===== src/rtl/mem_arb_pkg.sv =====
// rtl/mem_arb_pkg.sv - shared types and helpers for the memory port arbiter
`timescale 1ns/1ps
package mem_arb_pkg;

    typedef enum logic [1:0] {IDLE, ISSUE, WAIT, DONE} state_t;
    typedef enum logic {OWN_IF, OWN_D} owner_t;

    localparam logic ACC_BYTE = 1'b0;
    localparam logic ACC_WORD = 1'b1;

    typedef logic [3:0] lane_mask_t;

    function automatic lane_mask_t byte_lane_mask(input logic [1:0] offset);
        return lane_mask_t'(4'b0001 << offset);
    endfunction

endpackage


===== src/rtl/lsu_lane.sv =====
// rtl/lsu_lane.sv - byte-lane write mask, store replication and load extraction
`timescale 1ns/1ps
module lsu_lane
    import mem_arb_pkg::*;
(
    input  logic [1:0]  i_offset,
    input  logic        i_word,
    input  logic [31:0] i_wdata,
    input  logic [31:0] i_rdata,
    output lane_mask_t  o_we,
    output logic [31:0] o_wdata,
    output logic [31:0] o_rdata
);

    logic [31:0] w_shifted;

    // Word accesses pass straight through; byte accesses select one lane and sign-extend loads
    always_comb begin
        w_shifted = i_rdata >> {i_offset, 3'b000};
        o_we      = 4'b1111;
        o_wdata   = i_wdata;
        o_rdata   = i_rdata;
        if (i_word == ACC_BYTE) begin
            o_we    = byte_lane_mask(i_offset);
            o_wdata = {4{i_wdata[7:0]}};
            o_rdata = {{24{w_shifted[7]}}, w_shifted[7:0]};
        end
    end

endmodule


===== src/rtl/mem_port_arbiter.sv =====
// rtl/mem_port_arbiter.sv - single-port RAM arbiter between instruction fetch and load/store
`timescale 1ns/1ps
module mem_port_arbiter
    import mem_arb_pkg::*;
#(
    parameter int ADDR_W     = 32,
    parameter int RD_LAT     = 1,
    parameter int STARVE_MAX = 4
) (
    input  logic              clk_i,
    input  logic              rst_i,
    input  logic              if_req_i,
    input  logic [ADDR_W-1:0] if_addr_i,
    output logic [31:0]       if_rdata_o,
    output logic              if_valid_o,
    input  logic              d_req_i,
    input  logic              d_we_i,
    input  logic              d_word_i,
    input  logic [ADDR_W-1:0] d_addr_i,
    input  logic [31:0]       d_wdata_i,
    output logic [31:0]       d_rdata_o,
    output logic              d_valid_o,
    output logic              stall_o,
    output logic              mem_en_o,
    output logic [3:0]        mem_we_o,
    output logic [ADDR_W-1:0] mem_addr_o,
    output logic [31:0]       mem_wdata_o,
    input  logic [31:0]       mem_rdata_i
);

    localparam int LAT_W = (RD_LAT > 1) ? $clog2(RD_LAT) : 1;
    localparam int STV_W = $clog2(STARVE_MAX + 1);

    state_t              r_state, w_next_state;
    owner_t              r_owner;
    logic [ADDR_W-1:0]   r_addr;
    logic                r_we;
    logic                r_word;
    logic [31:0]         r_wdata;
    logic [LAT_W-1:0]    r_lat_cnt;
    logic [STV_W-1:0]    r_starve_cnt;
    logic [31:0]         r_if_rdata;
    logic [31:0]         r_d_rdata;

    logic                w_grant_if;
    logic                w_starved;
    lane_mask_t          w_lane_we;
    logic [31:0]         w_lane_wdata;
    logic [31:0]         w_load_data;

    // IF only beats a pending D request once it has lost STARVE_MAX times in a row
    assign w_starved  = (r_starve_cnt == STV_W'(STARVE_MAX));
    assign w_grant_if = if_req_i && (!d_req_i || w_starved);

    lsu_lane u_lsu_lane (
        .i_offset (r_addr[1:0]),
        .i_word   (r_word),
        .i_wdata  (r_wdata),
        .i_rdata  (mem_rdata_i),
        .o_we     (w_lane_we),
        .o_wdata  (w_lane_wdata),
        .o_rdata  (w_load_data)
    );

    // State register; reset aborts any transaction without a completion pulse
    always_ff @(posedge clk_i or posedge rst_i) begin
        if (rst_i) r_state <= IDLE;
        else       r_state <= w_next_state;
    end

    // Next-state and per-state outputs; RAM strobes only live in ISSUE
    always_comb begin
        w_next_state = r_state;
        mem_en_o     = 1'b0;
        mem_we_o     = 4'b0000;
        mem_addr_o   = '0;
        mem_wdata_o  = 32'h0;
        if_valid_o   = 1'b0;
        d_valid_o    = 1'b0;
        case (r_state)
            IDLE:  if (if_req_i || d_req_i) w_next_state = ISSUE;
            ISSUE: begin
                mem_en_o     = 1'b1;
                mem_we_o     = r_we ? w_lane_we : 4'b0000;
                mem_addr_o   = {r_addr[ADDR_W-1:2], 2'b00};
                mem_wdata_o  = w_lane_wdata;
                w_next_state = r_we ? DONE : WAIT;
            end
            WAIT:  if (r_lat_cnt == '0) w_next_state = DONE;
            DONE: begin
                if_valid_o   = (r_owner == OWN_IF);
                d_valid_o    = (r_owner == OWN_D);
                w_next_state = IDLE;
            end
            default: w_next_state = IDLE;
        endcase
    end

    assign stall_o    = (d_req_i & ~d_valid_o) | (if_req_i & ~if_valid_o);
    assign if_rdata_o = r_if_rdata;
    assign d_rdata_o  = r_d_rdata;

    // Request capture, starvation tracking, latency countdown and read-data capture
    always_ff @(posedge clk_i or posedge rst_i) begin
        if (rst_i) begin
            r_owner      <= OWN_IF;
            r_addr       <= '0;
            r_we         <= 1'b0;
            r_word       <= ACC_BYTE;
            r_wdata      <= 32'h0;
            r_lat_cnt    <= '0;
            r_starve_cnt <= '0;
            r_if_rdata   <= 32'h0;
            r_d_rdata    <= 32'h0;
        end else begin
            case (r_state)
                IDLE: begin
                    if (!if_req_i || w_grant_if)
                        r_starve_cnt <= '0;
                    else if (d_req_i && !w_starved)
                        r_starve_cnt <= r_starve_cnt + 1'b1;
                    if (w_grant_if) begin
                        r_owner <= OWN_IF;
                        r_addr  <= if_addr_i;
                        r_we    <= 1'b0;
                        r_word  <= ACC_WORD;
                        r_wdata <= 32'h0;
                    end else if (d_req_i) begin
                        r_owner <= OWN_D;
                        r_addr  <= d_addr_i;
                        r_we    <= d_we_i;
                        r_word  <= d_word_i;
                        r_wdata <= d_wdata_i;
                    end
                end
                ISSUE: r_lat_cnt <= LAT_W'(RD_LAT - 1);
                WAIT: begin
                    if (r_lat_cnt == '0) begin
                        if (r_owner == OWN_IF) r_if_rdata <= mem_rdata_i;
                        else                   r_d_rdata  <= w_load_data;
                    end else begin
                        r_lat_cnt <= r_lat_cnt - 1'b1;
                    end
                end
                default: ;
            endcase
        end
    end

endmodule


===== config.mk =====
export PLATFORM = sky130hd
export DESIGN_NAME = mem_port_arbiter
export DESIGN_NICKNAME = d
export VERILOG_FILES = /design/src/rtl/mem_arb_pkg.sv /design/src/rtl/lsu_lane.sv /design/src/rtl/mem_port_arbiter.sv
export SDC_FILE = /design/constraint.sdc
export NUM_CORES = 1
export LEC_CHECK = 0
export CAP_MARGIN = 20
export CORE_MARGIN = 1.5
export CORE_UTILIZATION = 43
export DETAILED_ROUTE_END_ITERATION = 12
export GPL_ROUTABILITY_DRIVEN = 1
export GPL_TIMING_DRIVEN = 0
export HOLD_SLACK_MARGIN = 0.03
export PLACE_DENSITY = 0.91
export SLEW_MARGIN = 10
export SYNTH_ARGS = -nofsm -noshare
export SYNTH_HDL_FRONTEND = slang
export SYNTH_SLANG_ARGS = --single-unit

===== constraint.sdc =====
create_clock -name clk_i -period 6.6 [get_ports clk_i]
set_input_delay 1.98 -clock clk_i [delete_from_list [all_inputs] [get_ports clk_i]]
set_output_delay 1.98 -clock clk_i [all_outputs]
set_load 0.05 [all_outputs]

==> impl_metrics.env <==
export IMPL_post_dp_cell_area_sq_mm=0.00992
export IMPL_cts_sinks=136
export IMPL_fin_cells=1241
export IMPL_synth_compound_area_share_pct=17.6
export IMPL_sw_frac_of_total_pct=48.0
export IMPL_clkPwrFrac_pct=16.9
export IMPL_power_switching_mw=2.87
export IMPL_netlist_instances=725
export IMPL_vias_per_cell=5.48
export IMPL_yosys_warnings=0
export IMPL_wl_mm=23.3
export IMPL_tightest_slew_ps=779
export IMPL_ys_ff_latch=136
export IMPL_finalCritPeriodShare_pct=85.6
export IMPL_numCtsBuffers=17
export IMPL_tritoncts="done"
export IMPL_grt_max_degree=85
export IMPL_worstSetupStartpointType="input port"
export IMPL_ctsHoldBuffers=0
export IMPL_cts_resized_gates=0
export IMPL_rsz0062_at_grt="false"
export IMPL_grt_pass1_vias=6783
export IMPL_root_buffer="clkbuf_16"
export IMPL_leakage_nw=4.38
export IMPL_max_freq_ghz=0.177
export IMPL_synth_xor_area_share_pct=0
export IMPL_hold_viol=0
export IMPL_top_usage_layer="met2"
export IMPL_core_area_sq_mm=0.0158
export IMPL_cts_setup_buffers=0
export IMPL_numPortBuffers=267
export IMPL_cp_end_kind="output pin"
export IMPL_synthAdderAreaFrac_pct=1.08
export IMPL_hpwl_mm=17.6
export IMPL_yosys_area_share_simple_pct=19.4
export IMPL_final_area_sq_mm=0.0105
export IMPL_p_comb_share_pct=58.4
export IMPL_antenna_cells=0
export IMPL_syn_cell_area_sq_mm=0.00694
export IMPL_fillCellCount=1205
export IMPL_first_iter_violations=545
export IMPL_clk_path_buf_depth=2
export IMPL_skew_ps=6.08
export IMPL_layout_drive_gt1_share_pct=13.9
export IMPL_start_util_pct=43.8
export IMPL_power_mw=5.98
export IMPL_seq_power_share_pct=24.7
export IMPL_clk_latency_ps=410
export IMPL_path_max_fanout=4
export IMPL_die_x_um=130
export IMPL_antenna_left=0
export IMPL_post_drt_wl_per_cell_um=18.8
export IMPL_maxSlewHeadroom_pct=48.0
export IMPL_p_int_mw=3.11
export IMPL_synth_mux_area_share_pct=6.85
export IMPL_grt_overflow_total=0
export IMPL_dr_total_vias=6799
export IMPL_crit_type="input port to output pin"
export IMPL_grt_antenna_before_repair=0
export IMPL_met1_usage_pct=32.2
export IMPL_use_met2_pct=46.9
export IMPL_placed_cells_incl_taps=1210
export IMPL_yosysTopAreaCell="dfrtp_1"
export IMPL_ys_types=38
export IMPL_vdd_ir_drop_max_mv=0.279
export IMPL_pin_count=270
export IMPL_hold_class="flop to flop"
export IMPL_drc=0
export IMPL_die_h_um=130
export IMPL_place_congestion=0.869
export IMPL_synth_top_area_share_pct=49.1
export IMPL_required_ps=4620
export IMPL_grt_pass1_wl_mm=35.6
export IMPL_worst_ep_arrival_time_ps=3670
export IMPL_final_net_count=1153
export IMPL_min_period_ps=5650
export IMPL_cts_htree_levels=4
export IMPL_finalSetupViolCount=0
export IMPL_outcome="finished clean"
export IMPL_slew_viol_final=0
export IMPL_ys_seq_area_share_pct=49.1
export IMPL_clk_pin_slew_ps=60
export IMPL_p_per_area_mw_per_mm2=567
export IMPL_num_rows=46
export IMPL_use_met3_pct=7.22
export IMPL_track_usage_pct=27.7
export IMPL_area_growth_pct=52.0
export IMPL_synth_area_leaders="dfrtp_1, nand2_1, mux2_2"
export IMPL_synth_top_family_by_area="simple AND/OR/NAND/NOR gates"
export IMPL_die_area_sq_mm=0.0169
export IMPL_holdWs_ps=482
export IMPL_fin_util_pct=66.6
export IMPL_first_pass_iters=5
export IMPL_synth_avg_cell_area_sq_um=9.57
export IMPL_maxCapViolCount=0
export IMPL_reg2reg_slack_ps=4650
-- cells in the mapped netlist, drive strengths merged --
master     n
nand2b    10
o21bai     1
nand2    166
a21bo      1
o21a       1
nand4     33
mux2i      1
ha         6
o21ai     39
conb       1
clkbuf    25
mux2      41
inv        7
a21oi     53
or3b       1
and2      40
dfrtp    136
o2bb2ai    1
buf       41
a2bb2oi    1
nor2      33
nor2b      5
nand3      8
a22oi      9
o31ai      1
o211ai    39
a21boi    25
-- cells by family after synthesis --
kind of cell / after synthesis
multiplexers: 42
adder cells (fa/ha/maj): 6
AO/OA/AOI/OAI: 171
flip-flops: 136
AND/OR/NAND/NOR: 296
buffers and inverters: 73
other: 1
-- critical path, stage by stage --
cell	delay (ps)
clkdlybuf4s50_1	490
inv_1	90
nor2_1	110
a2bb2oi_1	160
clkdlybuf4s50_1	840
-- cell usage in the layout (no fill, tap or decap), drive strengths merged, types with 5 or more instances in the layout --
cell | Yosys | layout
and2 | 40 | 40
nor2 | 33 | 33
o21ai | 39 | 39
a22oi | 9 | 9
inv | 7 | 9
dfrtp | 136 | 136
a21oi | 53 | 53
nand4 | 33 | 33
ha | 6 | 6
nor2b | 5 | 5
buf | 41 | 42
clkdlybuf4s50 | 0 | 267
clkinv | 0 | 5
nand3 | 8 | 8
clkbuf | 25 | 45
nand2 | 166 | 166
mux2 | 41 | 41
o211ai | 39 | 39
a21boi | 25 | 25
nand2b | 10 | 10
-- sequential cells by signal, summed over array words and instances (netlist names) --
signal / flops
r_wdata: 32
r_state: 2
r_owner: 1
d_rdata_o: 32
if_rdata_o: 32
r_word: 1
r_we: 1
r_addr: 32
r_starve_cnt: 3
-- layout make-up --
class	count	area (sq um)	area share [%]
Clock buffer	20	457	4.33
Multi-Input combinational cell	517	3130	29.7
Tap cell	216	270	2.56
Buffer	66	383	3.63
Inverter	7	31.3	0.297
Clock inverter	11	170	1.61
Sequential cell	136	3400	32.3
Timing Repair Buffer	268	2700	25.6
-- power groups by stage --
stage / logic [mW] / registers, mW / clock network (mW)
final: 3.49 / 1.48 / 1.01
after global routing: 3.70 / 1.52 / 1.06
after CTS: 3.49 / 1.47 / 1.02
after detailed placement: 3.48 / 1.48 / 0
after global placement: 3.41 / 1.46 / 0
after floorplan: 1.64 / 2.13 / 0
-- final timing paths --
check                                       startpoint                          to  cells past startpoint
worst min-delay path             r_addr[7]$_DFFE_PP0P_       r_addr[7]$_DFFE_PP0P_                      2
worst max-delay path                          if_req_i                     stall_o                      5
min in group asynchronous                        rst_i  if_rdata_o[26]$_DFFE_PP0P_                      2
max in group asynchronous                        rst_i     r_wdata[30]$_DFFE_PP0P_                      3
worst max register to register  r_state[0]$_DFFE_PP0P_  if_rdata_o[17]$_DFFE_PP0P_                      6
worst min register to register   r_addr[7]$_DFFE_PP0P_       r_addr[7]$_DFFE_PP0P_                      2
-- metal layers --
layer | share of wire, % | vias up | wire [um]
li1 | - | 3059 | -
met1 | 38 | 3269 | 8930
met2 | 48 | 383 | 11200
met3 | 9.0 | 88 | 2080
met4 | 4.5 | 0 | 1040
met5 | 0 | - | 0
-- stage by stage --
step,setup TNS (ps),setup WS (ps)
after floorplan,0,981
after global placement,-126070,-939
after detailed placement,0,964
after CTS,0,954
after global routing,0,877
final,0,951
Note: power is estimated with default switching activity, not from simulation.
